===== src/rtl/vid_pattern_gen_pkg.sv =====
// Shared definitions for the video pattern generator.
//   vstate_t   : vertical raster state (idle, sync, back porch, active, front porch)
//   pattern_t  : pattern_sel codes
//   LFSR_SEED  : noise LFSR seed, reloaded at every frame start
//   LFSR_TAPS  : feedback mask for x^16+x^14+x^13+x^11+1 (bits 15,13,12,10)
package vid_pkg;

  typedef enum logic [2:0] {
    ST_IDLE,
    ST_SYNC,
    ST_BACK,
    ST_ACTIVE,
    ST_FRONT
  } vstate_t;

  typedef enum logic [1:0] {
    PAT_HRAMP   = 2'd0,
    PAT_VRAMP   = 2'd1,
    PAT_CHECKER = 2'd2,
    PAT_FLAT    = 2'd3
  } pattern_t;

  localparam logic [15:0] LFSR_SEED = 16'hACE1;
  localparam logic [15:0] LFSR_TAPS = 16'hB400;

endpackage


===== src/rtl/vid_pattern_gen_if.sv =====
// Video stream bundle consumed by the filter chain.
//   vs         : vertical sync
//   de         : active pixel valid
//   data       : 8-bit pixel, zero outside de
//   frame_done : one-cycle pulse on the last blank cycle of a frame
// master = pattern source, slave = filter / monitor.
interface vid_pattern_gen_if;
  logic       vs;
  logic       de;
  logic [7:0] data;
  logic       frame_done;

  modport master (output vs, de, data, frame_done);
  modport slave  (input  vs, de, data, frame_done);
endinterface


===== src/rtl/vid_pattern_gen_lfsr16.sv =====
// 16-bit Fibonacci LFSR used as the salt-and-pepper noise source.
//   clk, rst_n : clock, synchronous active-low reset (reloads the seed)
//   load       : reload LFSR_SEED (wins over step)
//   step       : advance one position
//   q          : current LFSR state
module lfsr16
  import vid_pkg::*;
(
  input  logic        clk,
  input  logic        rst_n,
  input  logic        load,
  input  logic        step,
  output logic [15:0] q
);

  // NOTE: state registers use non-blocking assignments so every flop samples
  // pre-edge values; reset is synchronous, so it sits inside the clocked branch.
  always_ff @(posedge clk) begin
    if (!rst_n || load) begin
      q <= LFSR_SEED;
    end else if (step) begin
      q <= {q[14:0], ^(q & LFSR_TAPS)};
    end
  end

endmodule


===== src/rtl/vid_pattern_gen.sv =====
// Camera stand-in: full raster timing, selectable test patterns and optional
// salt-and-pepper noise on a vs/de/data stream.
//   clk, rst_n  : pixel clock, synchronous active-low reset
//   en          : run enable; a frame starts only while en=1, and a started
//                 frame always runs to completion
//   pattern_sel : 0 h-ramp, 1 v-ramp, 2 8x8 checker, 3 flat 128 (latched per frame)
//   noise_en    : salt-and-pepper injection enable (latched per frame)
//   vid         : vs/de/data/frame_done stream, all outputs registered
module vid_pattern_gen
  import vid_pkg::*;
#(
  parameter int COL      = 640,
  parameter int ROW      = 480,
  parameter int H_BACK   = 48,
  parameter int H_FRONT  = 16,
  parameter int V_SYNC   = 2,
  parameter int V_BACK   = 33,
  parameter int V_FRONT  = 10,
  parameter int NOISE_TH = 8
) (
  input  logic                 clk,
  input  logic                 rst_n,
  input  logic                 en,
  input  logic [1:0]           pattern_sel,
  input  logic                 noise_en,
  vid_pattern_gen_if.master    vid
);

  localparam int H_TOTAL = H_BACK + COL + H_FRONT;
  localparam int V_TOTAL = V_SYNC + V_BACK + ROW + V_FRONT;
  localparam int HW      = (H_TOTAL > 1) ? $clog2(H_TOTAL) : 1;
  localparam int VW      = $clog2(V_TOTAL + 1);

  localparam logic [HW-1:0] H_LAST    = HW'(H_TOTAL - 1);
  localparam logic [HW-1:0] ACT_FIRST = HW'(H_BACK);
  localparam logic [HW-1:0] ACT_LAST  = HW'(H_BACK + COL - 1);

  // Empty back porch is skipped straight into the active region.
  localparam vstate_t AFTER_SYNC = (V_BACK > 0) ? ST_BACK : ST_ACTIVE;

  vstate_t       state, next_state;
  logic [HW-1:0] hcnt;
  logic [VW-1:0] vline, state_last;
  pattern_t      pat_q;
  logic          noise_q;
  logic          vs_q, de_q, frame_done_q;
  logic [7:0]    data_q, pix;
  logic [15:0]   lfsr_q;
  logic [15:0]   x_pos, y_pos;
  logic          line_end, state_done, frame_end, enter_sync, active, noise_hit;

  assign line_end = (hcnt == H_LAST);

  always_comb begin
    // NOTE: every combinational output gets a default first so no path
    // leaves it unassigned and a latch is never inferred.
    state_last = '0;
    unique case (state)
      ST_SYNC:   state_last = VW'(V_SYNC - 1);
      ST_BACK:   state_last = VW'(V_BACK - 1);
      ST_ACTIVE: state_last = VW'(ROW - 1);
      ST_FRONT:  state_last = VW'(V_FRONT - 1);
      default:   state_last = '0;
    endcase
  end

  assign state_done = line_end && (vline == state_last);
  // With an empty front porch the frame ends with the last active line.
  assign frame_end  = state_done &&
                      ((state == ST_FRONT) || ((state == ST_ACTIVE) && (V_FRONT == 0)));

  always_comb begin
    next_state = state;
    if (state == ST_IDLE) begin
      if (en) next_state = ST_SYNC;
    end else if (state_done) begin
      unique case (state)
        ST_SYNC:   next_state = AFTER_SYNC;
        ST_BACK:   next_state = ST_ACTIVE;
        ST_ACTIVE: next_state = (V_FRONT > 0) ? ST_FRONT : (en ? ST_SYNC : ST_IDLE);
        ST_FRONT:  next_state = en ? ST_SYNC : ST_IDLE;
        default:   next_state = ST_IDLE;
      endcase
    end
  end

  assign enter_sync = (next_state == ST_SYNC) && (state != ST_SYNC);
  assign active     = (state == ST_ACTIVE) && (hcnt >= ACT_FIRST) && (hcnt <= ACT_LAST);

  // Pattern coordinates; vline is the active line index while in ACTIVE.
  assign x_pos = 16'(hcnt) - 16'(H_BACK);
  assign y_pos = 16'(vline);

  assign noise_hit = noise_q && ({1'b0, lfsr_q[7:0]} < 9'(NOISE_TH));

  always_comb begin
    pix = 8'd0;
    unique case (pat_q)
      PAT_HRAMP:   pix = x_pos[7:0];
      PAT_VRAMP:   pix = y_pos[7:0];
      PAT_CHECKER: pix = (x_pos[3] ^ y_pos[3]) ? 8'd255 : 8'd0;
      PAT_FLAT:    pix = 8'd128;
      default:     pix = 8'd0;
    endcase
    if (noise_hit) pix = lfsr_q[8] ? 8'd255 : 8'd0;
  end

  // Reseeded at each frame start so identical settings give identical frames;
  // advances once per emitted pixel.
  lfsr16 u_lfsr (
    .clk   (clk),
    .rst_n (rst_n),
    .load  (enter_sync),
    .step  (active),
    .q     (lfsr_q)
  );

  // Raster FSM with registered outputs: outputs trail the state by one cycle,
  // uniformly, so vs/de/data/frame_done stay mutually aligned.
  always_ff @(posedge clk) begin
    if (!rst_n) begin
      state        <= ST_IDLE;
      hcnt         <= '0;
      vline        <= '0;
      pat_q        <= PAT_HRAMP;
      noise_q      <= 1'b0;
      vs_q         <= 1'b0;
      de_q         <= 1'b0;
      data_q       <= 8'd0;
      frame_done_q <= 1'b0;
    end else begin
      state <= next_state;
      hcnt  <= (state == ST_IDLE || line_end) ? '0 : hcnt + 1'b1;
      if (state == ST_IDLE || state_done) begin
        vline <= '0;
      end else if (line_end) begin
        vline <= vline + 1'b1;
      end
      if (enter_sync) begin
        pat_q   <= pattern_t'(pattern_sel);
        noise_q <= noise_en;
      end
      vs_q         <= (state == ST_SYNC);
      de_q         <= active;
      data_q       <= active ? pix : 8'd0;
      frame_done_q <= frame_end;
    end
  end

  assign vid.vs         = vs_q;
  assign vid.de         = de_q;
  assign vid.data       = data_q;
  assign vid.frame_done = frame_done_q;

endmodule


===== src/flat_wrapper.sv =====
// flat-port wrapper written by rule: the top's interface ports become plain ports
module vid_pattern_gen_flat import vid_pkg::*;
#(
  parameter int COL      = 640,
  parameter int ROW      = 480,
  parameter int H_BACK   = 48,
  parameter int H_FRONT  = 16,
  parameter int V_SYNC   = 2,
  parameter int V_BACK   = 33,
  parameter int V_FRONT  = 10,
  parameter int NOISE_TH = 8
)
  (clk, rst_n, en, pattern_sel, noise_en, vid_vs, vid_de, vid_data, vid_frame_done);
  vid_pattern_gen_if vid_i ();
  input  logic clk;
  input  logic rst_n;
  input  logic en;
  input  logic [1:0] pattern_sel;
  input  logic noise_en;
  output wire logic [$bits(vid_i.vs)-1:0] vid_vs;
  output wire logic [$bits(vid_i.de)-1:0] vid_de;
  output wire logic [$bits(vid_i.data)-1:0] vid_data;
  output wire logic [$bits(vid_i.frame_done)-1:0] vid_frame_done;
  assign vid_vs = vid_i.vs;
  assign vid_de = vid_i.de;
  assign vid_data = vid_i.data;
  assign vid_frame_done = vid_i.frame_done;
  vid_pattern_gen #(.COL(COL), .ROW(ROW), .H_BACK(H_BACK), .H_FRONT(H_FRONT), .V_SYNC(V_SYNC), .V_BACK(V_BACK), .V_FRONT(V_FRONT), .NOISE_TH(NOISE_TH)) u_core (.clk(clk), .rst_n(rst_n), .en(en), .pattern_sel(pattern_sel), .noise_en(noise_en), .vid(vid_i));
endmodule

===== config.mk =====
export PLATFORM = sky130hd
export DESIGN_NAME = vid_pattern_gen_flat
export DESIGN_NICKNAME = d
export VERILOG_FILES = /design/src/rtl/vid_pattern_gen_pkg.sv /design/src/rtl/vid_pattern_gen_if.sv /design/src/rtl/vid_pattern_gen_lfsr16.sv /design/src/rtl/vid_pattern_gen.sv /design/src/flat_wrapper.sv
export SDC_FILE = /design/constraint.sdc
export NUM_CORES = 1
export LEC_CHECK = 0
export ABC_AREA = 1
export CAP_MARGIN = 40
export CORE_MARGIN = 8
export CORE_UTILIZATION = 45
export DETAILED_ROUTE_END_ITERATION = 10
export DONT_BUFFER_PORTS = 1
export PLACE_DENSITY = 0.68
export SYNTH_ARGS = -nofsm -noshare
export SYNTH_HDL_FRONTEND = slang
export SYNTH_SLANG_ARGS = --single-unit

===== constraint.sdc =====
create_clock -name clk -period 1.84 [get_ports clk]
set_input_delay 0.368 -clock clk [delete_from_list [all_inputs] [get_ports clk]]
set_output_delay 0.368 -clock clk [all_outputs]
set_load 0.01 [all_outputs]

# Word level (Yosys, flattened, before mapping)
# Index checks and enable logic that the tools add are counted.
# Widths: inputs -> output; s select.
# word_totals
reg_bits,53
in_bits,6
wordCells,55
out_inout_bits,11
# op_classes
addsub,3
mux,10
reduce_logical,16
n_bitwise,2
n_eq_ne,11
order_cmp,3
# ops
op,count
$pmux 9 s4,1
$pmux 8 s4,1
$mux 8,3
$add 10x1->10 const B,2
$reduce_xor 16->1,1
$pmux 3 s4,1
$eq 10x10->1 const B,1
$eq 10x9->1,1
$ge 10x6->1 const B,1
$le 10x10->1 const B,1
$mux 3,3
$lt 8x4->1 const B,1
$sub 8x6->8 const B,1
$eq 3x1->1 const B,2
$eq 3x2->1 const B,2
$logic_and 1x1->1,6
$eq 2x2->1 const B,2
$reduce_or 2->1,2
$eq 3x3->1 const B,1
$logic_not 3->1,1
$logic_or 1x1->1,3
$ne 3x1->1 const B,1
$eq 2x1->1 const B,1
$logic_not 2->1,1
5 further kinds,5

# Depth between registers and ports, before layout
# Gate-level depths: netlist of run 1.
# logic_depth
word_depth,9
depth_mapped,14
mapped_depth_nobuf,14

# By module
# From an unflattened synthesis of run 1, not the netlist that was laid out.
# hier_totals
cells_unflattened,379
area_unflattened_um2,2723.9
# by_module_without_submodules
mod,seq_area_each_um2,n_inst,area_per_inst_um2,cells_each
vid_pattern_gen,740.7,1,2063.2,296
lfsr16,320.3,1,660.6,83

# Worst setup path before layout of run 1
# Ideal clock, no wire load.
# synth_path
kind,register to register
from,reg u_core.hcnt[0]
to,reg u_core.u_lfsr.q[12]
path_buffers,0
synth_period_minus_slack_ns,1.816
setup_ns,0.112
required_time_ns,1.728
arrival_ns,1.704
setup_slack_ns,0.024
path_stages_with_launch,15
cell_sequence,dfxtp_1 ha_1 nand2_2 nor2_4 inv_2 nor2_4 inv_2 nor2_4 nand3_4 nand2_2 nand3_2 nand2_4 nand2_4 nand2_4 nor2_1
# synth_via
elab_chain_cells,7
word_cells_on_any_way,11
classes_between,2 x order compare; 2 x eq/ne; 2 x mux; 5 x reduce/logical
# synth_rtl
item,line,rtl
from (decl),vid_pattern_gen.sv:42,logic [HW-1:0] hcnt;
from (signal assigned),vid_pattern_gen.sv:133,hcnt <= (state == ST_IDLE || line_end) ? '0 : hcnt + 1'b1;
$eq 10x10->1,vid_pattern_gen.sv:52,assign line_end = (hcnt == H_LAST);
$logic_and 1x1->1,vid_pattern_gen.sv:67,assign state_done = line_end && (vline == state_last);
$mux 3,vid_pattern_gen.sv:76,end else if (state_done) begin
$mux 3,vid_pattern_gen.sv:74,if (state == ST_IDLE) begin
$eq 3x1->1,vid_pattern_gen.sv:87,assign enter_sync = (next_state == ST_SYNC) && (state != ST_SYNC);
$logic_and 1x1->1,vid_pattern_gen.sv:87,
$logic_or 1x1->1,vid_pattern_gen_lfsr16.sv:19,if (!rst_n || load) begin
to (signal assigned),vid_pattern_gen_lfsr16.sv:22,"q <= {q[14:0], ^(q & LFSR_TAPS)};"
to (decl),vid_pattern_gen_lfsr16.sv:13,output logic [15:0] q
# Several ways; a longest one is shown, not always the timed one.
# A chain may end at the register's enable or synchronous reset.

# Final worst setup path of run 1
# layout_path
from,reg u_core.hcnt[5]
to,reg u_core.pat_q[0]
# layout_via
elab_chain_cells,6
# layout_rtl
item,line,rtl
$eq 10x10->1,vid_pattern_gen.sv:52,
$logic_and 1x1->1,vid_pattern_gen.sv:67,
$mux 3,vid_pattern_gen.sv:76,
$mux 3,vid_pattern_gen.sv:74,
$eq 3x1->1,vid_pattern_gen.sv:87,
$logic_and 1x1->1,vid_pattern_gen.sv:87,
to (signal assigned),vid_pattern_gen.sv:140,pat_q <= pattern_t'(pattern_sel);
to (decl),vid_pattern_gen.sv:44,pattern_t pat_q;
# No other way between the ends.

==> results of run 1 <==
## synth_stat cells, types with 2 or more instances
master   instances
a21oi_1         22
buf_2            3
dfxtp_1         53
ha_1             5
inv_1           47
inv_2            2
nand2_1         90
nand2_2          2
nand2_4          3
nand3_1         28
nand3_2          2
nand4_1         12
nor2_1          54
nor2_2           3
nor2_4           3
nor3_1           5
nor3b_1          2
o21a_1           2
o21ai_0          5
xnor2_1          3
xor2_1           8
## stage by stage
stage	setup slack (ps)	power, mW	hold slack, ps	utilization
floorplan	23.74	1.274	441.2	-
global placement	69.88	1.301	465.7	0.5075
detailed placement	3.618	1.302	469.1	0.5075
CTS	5.467	2.094	143.7	0.5318
global route	-63.97	2.170	135.6	0.5553
finish	59.07	2.086	150.8	0.5553
## kinds of logic (layout without fill, tap and decap cells)
| group | after synthesis | after routing | synth area share |
|---|---|---|---|
| and+or+nand+nor | 208 | 208 | 0.3686 |
| buffers and inverters | 54 | 82 | 0.08273 |
| DFF | 53 | 53 | 0.4103 |
| AOI/OAI and AO/OA | 34 | 34 | 0.07693 |
| xor gates and xnor gates | 11 | 11 | 0.03725 |
| adders and majority gates | 5 | 5 | 0.02419 |
## power by group
part | total (mW) | internal [mW] | switching, mW
Clock | 0.787 | 0.407 | 0.380
Combinational | 0.128 | 0.0502 | 0.0780
Sequential | 1.17 | 1.16 | 0.0145
Total | 2.09 | 1.61 | 0.472
## final timing paths
path                           start                 end  slack (ps)  depth (start not counted)
hold / removal                 rst_n  u_core.u_lfsr.q[0]         150                          1
hold reg to reg   u_core.u_lfsr.q[7]  u_core.u_lfsr.q[7]         500                          2
setup reg to reg      u_core.hcnt[5]     u_core.pat_q[0]          60                         10
setup / recovery      u_core.hcnt[5]     u_core.pat_q[0]          60                         10
## routing by layer
metal | global-route usage | vias up
met2 | 0.2053 | 48
met3 | 0.03178 | 12
met4 | 0.05369 | 0
li1 | - | 1214
met5 | 0 | -
met1 | 0.1667 | 1008
## what timing repair did
action | CTS | global route
setup buffers | 2 | 0
pin swaps | 3 | 14
resized for setup | 2 | 29
hold buffers | 0 | 0
cloned | 0 | 1
setup endpoints to repair | 3 | 27
hold endpoints to repair | 0 | 0
## cell type report
class                   count  area [um^2]  share of cell area
flip-flops and latches     53         1070              0.3477
repair buffers             24        183.9             0.05978
multi-input cells         258         1423              0.4624
repair inverters            1        7.507            0.002440
clock buffers               5        68.82             0.02237
well taps                  72        90.09             0.02928
clock inverters             3        46.29             0.01505
inverters                  49        187.7             0.06100
## state kept, by name, indices dropped and copies added, names as in the netlist
| name | count |
|---|---|
| u_core.u_lfsr.q | 16 |
| u_core.hcnt | 10 |
| u_core.vline | 10 |
| u_core.vid.data | 8 |
| u_core.state | 3 |
| u_core.pat_q | 2 |
| u_core.noise_q | 1 |
| u_core.vid.de | 1 |
| u_core.vid.frame_done | 1 |
| u_core.vid.vs | 1 |
==> impl_metrics.tcl, run 1 <==
set metrics [dict create \
    layout_common_cells "89 x nand2_1, 52 x nor2_1, 48 x dfxtp_1" \
    first_pass_iters 4 \
    ys_top_cells_by_area "dfxtp_1 41%, nand2_1 13%, nor2_1 7.8%, inv_1 6.8%, nand3_1 5.4%" \
    place.gp.congestion 0.8731 \
    min_path_type "in2reg" \
    crit_path_max_incr_delay_ps 400 \
    io_buffers 0 \
    timing.fmax_mhz 561.5 \
    p_per_area_nw_per_um2 678.0 \
    path_delay_family "simple AND/OR/NAND/NOR gates" \
    p_leak_nw 1.233 \
    place_inst 454 \
    clock_latency_ps 300 \
    htree_levels 2 \
    wl_met2_mm 2.450 \
    drive_above_1_share 0.1781 \
    synth_nets 376 \
    hold_viol 0 \
    synth.distinct_cells 32 \
    wl_met1_mm 2.703 \
    io_pins 17 \
    crit_type "reg2reg" \
    post_drt_via_cell_ratio 4.908 \
    top_layer "met4" \
    n_antenna_cell 0 \
    track_usage 0.1304 \
    critPathLaunchType "flop" \
    placed_area_um2 2811 \
    worstMarginPinSlew_ps 445.7 \
    mostFrequentLayoutCell "nand2_1" \
    final_area_um2 3077 \
    syn_area_um2 2586 \
    max-clock-path-buffers 2 \
    fin_worst_skew_ps 11.33 \
    stdcell_count 465 \
    slew_violations 0 \
    wl_met3_um 243 \
    peakVddDrop_v 0.0005046 \
    fin_crit_ps 1781 \
    worstPathRequired_ps 2080 \
    avgSynthCellArea_um2 7.086 \
    nNetsFinal 403 \
    synth_top_area_cell "dfxtp_1" \
    drcViolationCount 0 \
    synth_ff_type "dfxtp_1" \
    dpl.hpwl_mm 4.143 \
    cp.buffers_inverters 2 \
    fillers 529 \
    critPathMaxFanout 5 \
    period_share 0.9679 \
    rows 27 \
    die_y_um 91.81 \
    first_global_vias 2097 \
    wl_per_cell_um 11.89 \
    ys_ff_latch 53 \
    ant_nets 0 \
    grt_max_degree 18 \
    wl_mm 5.527 \
    synth-edff-count 0 \
    arrival_ps 2020 \
    syn2layout_area_growth_pct 18.96 \
    synth_top_area_frac 0.4103 \
    finalSetupViolCount 0 \
    ys_seq_area_frac 0.4103 \
    async_flop_share 0 \
    coreArea_um2 5540 \
    syn_inst 365 \
    cts_tree "yes" \
    die_area_um2 8429 \
    clk_pin_slew_ps 100 \
    fin_setup_tns_ps 0 \
    grt-ovfl-total 0 \
    slew_headroom 0.7018 \
    grt_pass1_wl_mm 9.163 \
    cts.sinks 53 \
    worstPathCellList "ha_4, nand3_2, nor2_4, inv_2, nor2_4, nand3_4, o21ai_4, buf_6, a21oi_2, nor2_1" \
    die_width_um 91.81 \
    initial_utilization 0.4668 \
    max_cap_viol_count 0 \
    cp_common_cell "nor2_4" \
    vias 2282 \
    cts_buffers 5 \
    status "finished clean" \
    drt_first_iter_violations 88 \
    cp_slowest_cell "dfxtp_1" \
    rsz0062_at_grt "true" \
    worstSetupEndpointType "flop" \
    antenna_found_initial 0 \
    clockRootBuffer "clkbuf_8" \
    yosys_warnings 0 \
]
No activity file was read; power rests on OpenSTA's default activity.
==> run 2, diff against run 1 <==
--- a/config.mk
+++ b/config.mk
@@ -7,7 +7,8 @@
 export LEC_CHECK = 0
 export ABC_AREA = 1
 export CAP_MARGIN = 40
-export CORE_MARGIN = 8
+export CORE_ASPECT_RATIO = 0.6
+export CORE_MARGIN = 4
 export CORE_UTILIZATION = 45
 export DETAILED_ROUTE_END_ITERATION = 10
 export DONT_BUFFER_PORTS = 1
==> impl_metrics.tcl, run 2 (synthesized netlist as in run 1, its figures left out) <==
set metrics [dict create \
    die_area_um2 7064 \
    fin_crit_ps 1800 \
    largestRegisters "u_core.u_lfsr.q: 16 flops, u_core.hcnt: 10 flops, u_core.vline: 10 flops" \
    drt_first_iter_violations 241 \
    finalSetupViolCount 0 \
    largest_register_ffs 16 \
    htree_levels 2 \
    cts_buffers 5 \
    io_buffers 0 \
    first_global_vias 2058 \
    clockRootBuffer "clkbuf_8" \
    period_share 0.9781 \
    slew_violations 0 \
    slew_headroom 0.7007 \
    die_y_um 66.72 \
    vias 2432 \
    holdBufCountCts 0 \
    critPathLaunchType "flop" \
    cts.sinks 53 \
    drcViolationCount 0 \
    place.gp.congestion 0.9727 \
    fin_setup_tns_ps 0 \
    arrival_ps 2020 \
    initial_utilization 0.4643 \
    status "finished clean" \
    cts_tree "yes" \
    hold_depth 1 \
    drive_above_1_share 0.2060 \
    p_leak_nw 1.277 \
    antenna_found_initial 0 \
    io_pins 17 \
    die_width_um 105.9 \
    max-clock-path-buffers 2 \
    critPathMaxFanout 8 \
    crit_type "reg2reg" \
    coreArea_um2 5570 \
    top_register "u_core.u_lfsr.q" \
    peakVddDrop_v 0.0003475 \
    worstPathRequired_ps 2060 \
    p_per_area_nw_per_um2 671.4 \
    rows 21 \
    n_antenna_cell 0 \
    fin_worst_skew_ps 8.327 \
    worstMarginPinSlew_ps 447.3 \
    grt_pass1_wl_mm 10.02 \
    syn2layout_area_growth_pct 21.96 \
    wl_mm 6.351 \
    track_usage 0.1801 \
    timing.fmax_mhz 555.7 \
    post_drt_via_cell_ratio 5.088 \
    grt_max_degree 18 \
    worst_r2r_path_depth 14 \
    grt-ovfl-total 0 \
    hold_viol 0 \
    nNetsFinal 408 \
    dpl.hpwl_mm 4.418 \
    first_pass_iters 5 \
    layout_common_cells "87 x nand2_1, 51 x nor2_1, 47 x dfxtp_1" \
    clock_latency_ps 310 \
    mostFrequentLayoutCell "nand2_1" \
    ant_nets 0 \
    rsz0062_at_grt "true" \
    clk_pin_slew_ps 100 \
    max_cap_viol_count 0 \
    wl_per_cell_um 13.29 \
    placed_area_um2 2776 \
    worstSetupEndpointType "flop" \
    final_area_um2 3154 \
    min_path_type "in2reg" \
]
run 2: power breakdown:
group	leakage (nW)	internal [mW]	switching, mW
combinational	0.790	0.0493	0.0875
sequential	0.432	1.15	0.0174
clock	0.0543	0.408	0.402
run 2: layout make-up:
class / count / area, um^2
fill: 502 / 2416
multi-input combinational: 259 / 1448
sequential: 53 / 1076
timing repair buffer: 29 / 225.2
inverter: 49 / 190.2
tap: 80 / 100.1
clock buffer: 5 / 68.82
clock inverter: 3 / 46.29
run 2: path summary, 6_finish.rpt:
kind / slack, ps / endpoint / start
hold reg to reg: 500 / u_core.u_lfsr.q[11] / u_core.u_lfsr.q[11]
setup reg to reg: 40 / u_core.u_lfsr.q[8] / u_core.hcnt[0]
hold / removal: 140 / u_core.u_lfsr.q[5] / rst_n
setup / recovery: 40 / u_core.u_lfsr.q[8] / u_core.hcnt[0]
run 2: repair_timing:
item / CTS / global route
gates resized for setup: 7 / 33
buffers inserted: 2 / 11
endpoints found under the setup margin: 16 / 32
cloned: 1 / 0
pin swaps: 3 / 7
run 2: through the flow:
| step | std cells | power [mW] | worst slack, ps | utilization | hold WS [ps] |
|---|---|---|---|---|---|
| 3_5_place_dp | 456 | 1.300 | -52.53 | 0.4984 | 462.5 |
| 2_1_floorplan | 365 | 1.274 | 23.74 | - | 441.2 |
| 4_1_cts | 467 | 2.109 | 6.506 | 0.5301 | 137.9 |
| 6_report | 478 | 2.118 | 40.31 | 0.5663 | 140.3 |
| 3_3_place_gp | 456 | 1.300 | 38.15 | 0.4984 | 461.9 |
| 5_1_grt | 478 | 2.193 | -87.72 | 0.5663 | 126.7 |
run 2: per-layer routing:
layer	global-route usage	up-vias	wire length, um
met1	0.2964	1107	3470
met5	0	-	0
met2	0.2230	87	2324
li1	-	1227	-
met4	0.04523	0	91
met3	0.03969	11	465
run 2: worst max-delay path, cell delays in order (launching register included):
cell and delay, ps:
dfxtp_2 370, ha_4 150, nand2_4 50, nor2_4 110, inv_2 60, nor2_4 130
inv_4 60, nor2_4 90, nand3_4 110, nand2_2 110, nand3_4 110, nand2_8 130
nand2_8 90, nand2_8 90, nor2_1 40
==> run 3, diff against run 2 <==
--- a/config.mk
+++ b/config.mk
@@ -12,7 +12,7 @@
 export CORE_UTILIZATION = 45
 export DETAILED_ROUTE_END_ITERATION = 10
 export DONT_BUFFER_PORTS = 1
-export PLACE_DENSITY = 0.68
+export PLACE_DENSITY = 0.66
 export SYNTH_ARGS = -nofsm -noshare
 export SYNTH_HDL_FRONTEND = slang
 export SYNTH_SLANG_ARGS = --single-unit
==> constraint.sdc (replaced) <==
create_clock -name clk -period 2.25 [get_ports clk]
set_input_delay 0.45 -clock clk [delete_from_list [all_inputs] [get_ports clk]]
set_output_delay 0.45 -clock clk [all_outputs]
set_load 0.01 [all_outputs]
==> impl_metrics.tcl, run 3 (synthesized netlist as in run 1, its figures left out) <==
set metrics [dict create \
    vias 2224 \
    ant_nets 0 \
    drcViolationCount 0 \
    hold_viol 0 \
    worstMarginPinSlew_ps 581.7 \
    placed_area_um2 2671 \
    cts.sinks 53 \
    max_cap_viol_count 0 \
    dpl_worst_slack_ps 185.0 \
    p_per_area_nw_per_um2 600.4 \
    top_register "u_core.u_lfsr.q" \
    die_area_um2 7064 \
    fin_worst_skew_ps 8.921 \
    switching_share 0.2197 \
    wl_mm 5.593 \
    max-clock-path-buffers 2 \
    wl_per_cell_um 12.43 \
    regToRegStartpoint "u_core.hcnt[0]" \
    clock_latency_ps 300 \
    crit_type "reg2reg" \
    nNetsFinal 380 \
    worst_slack_ps 200.4 \
    clk_pin_slew_ps 90 \
    rrSetupSlack_ps 200 \
    cts_setup_buffers 0 \
    coreArea_um2 5570 \
    slew_headroom 0.6105 \
    hp-start "rst_n" \
    min_path_type "in2reg" \
    hold_depth 1 \
    fin_setup_tns_ps 0 \
    path_delay_family "simple AND/OR/NAND/NOR gates" \
    cp.buffers_inverters 2 \
    worstPathRequired_ps 2430 \
    io_buffers 0 \
    critPathMaxFanout 6 \
    die_y_um 66.72 \
    drt_first_iter_violations 202 \
    critPathLaunchType "flop" \
    antenna_found_initial 0 \
    period_share 0.9110 \
    htree_levels 2 \
    first_pass_iters 4 \
    final_util 0.5000 \
    comb_power_share 0.048 \
    cts_buffers 5 \
    crit_path_max_incr_delay_ps 370 \
    p_sw_uw 367.4 \
    power_frac_seq 0.573 \
    final_area_um2 2785 \
    die_width_um 105.9 \
    holdBufCountCts 0 \
    track_usage 0.1740 \
    arrival_ps 2230 \
    worstSetupEndpointType "flop" \
    r2r_end "u_core.vline[9]" \
    fin_crit_ps 2050 \
    layout_common_cells "90 x nand2_1, 54 x nor2_1, 51 x dfxtp_1" \
    largest_register_ffs 16 \
    finalSetupViolCount 0 \
    cts_tree "yes" \
    dpl.hpwl_mm 4.313 \
    n_antenna_cell 0 \
    grt-ovfl-total 0 \
    stdcell_count 450 \
    clockRootBuffer "clkbuf_8" \
    syn2layout_area_growth_pct 7.692 \
    grt_pass1_wl_mm 9.777 \
    worst_r2r_path_depth 12 \
    slew_violations 0 \
    initial_utilization 0.4643 \
    post_drt_via_cell_ratio 4.942 \
    mostFrequentLayoutCell "nand2_1" \
    p_int_mw 1.305 \
    worstPathCellList "ha_1, nand2_2, nor2_4, inv_2, nor2_4, inv_2, nor2_2, nand2_1, nor2_2, nand4_1, xor2_1, nor2_1" \
    clockPowerShare 0.379 \
    timing.fmax_mhz 487.9 \
    whs_endpoint "u_core.u_lfsr.q[0]" \
    place.gp.congestion 0.8522 \
    largestRegisters "u_core.u_lfsr.q: 16 flops, u_core.hcnt: 10 flops, u_core.vline: 10 flops" \
    grt_max_degree 17 \
    io_pins 17 \
    drive_above_1_share 0.07838 \
    peakVddDrop_v 0.0003777 \
    cp_slowest_cell "dfxtp_2" \
    first_global_vias 2005 \
    place_inst 442 \
    rsz0062_at_grt "false" \
    status "finished clean" \
    p_leak_nw 1.118 \
    rows 21 \
]
[run 3: stage by stage]
stage / power, mW / hold WS [ps]
floorplan: 1.042 / 441.2
global placement: 1.062 / 451.2
detailed placement: 1.060 / 469.9
CTS: 1.693 / 220.7
global route: 1.739 / 213.1
finish: 1.672 / 230.8
[run 3: routing by layer]
metal / part of all wire / wire (um) / vias up / GRT usage
met5: 0 / 0 / - / 0
met4: 0.0036 / 20 / 0 / 0.03877
met3: 0.078 / 438 / 3 / 0.04356
met2: 0.35 / 1981 / 64 / 0.2222
met1: 0.56 / 3152 / 992 / 0.2801
li1: - / - / 1165 / -
[run 3: area by class of cell]
| type | count | area [um^2] |
|---|---|---|
| Sequential cell | 53 | 1064 |
| Fill cell | 578 | 2785 |
| Clock inverter | 2 | 38.79 |
| Clock buffer | 6 | 72.57 |
| Timing Repair Buffer | 2 | 15.01 |
| Tap cell | 80 | 100.1 |
| Inverter | 49 | 183.9 |
| Multi-Input combinational cell | 258 | 1311 |
[run 3: power by group through the flow]
stage	sequential, mW	clock, mW	combinational (mW)
6_report	0.959	0.633	0.0806
5_1_grt	0.961	0.687	0.0916
4_1_cts	0.958	0.654	0.0800
3_5_place_dp	0.980	0	0.0795
3_3_place_gp	0.981	0	0.0815
2_1_floorplan	0.975	0	0.0669
[run 3: worst reg2reg max path, delay by kind of cell (launching register included)]
family | cells | cell delay (ps)
simple gates | 8 | 1020
flops | 1 | 370
fa+ha+maj | 1 | 190
xor+xnor | 1 | 180
buf+inv | 2 | 170
[run 3: worst max path at each step]
stage	from	end	slack (ps)	depth (start not counted)
6_report	u_core.hcnt[0]	u_core.vline[9]	200	12
5_1_grt	u_core.hcnt[0]	u_core.vline[9]	20	12
4_1_cts	u_core.hcnt[0]	u_core.u_lfsr.q[3]	160	14
3_5_place_dp	u_core.hcnt[0]	u_core.u_lfsr.q[12]	180	14
3_3_place_gp	u_core.hcnt[0]	u_core.u_lfsr.q[12]	280	14
2_1_floorplan	u_core.hcnt[0]	u_core.u_lfsr.q[12]	430	14
[run 3: repair_timing]
action | CTS | global route
endpoints found under the hold margin | 0 | 0
setup endpoints to repair | 0 | 9
gates resized for setup | 0 | 2
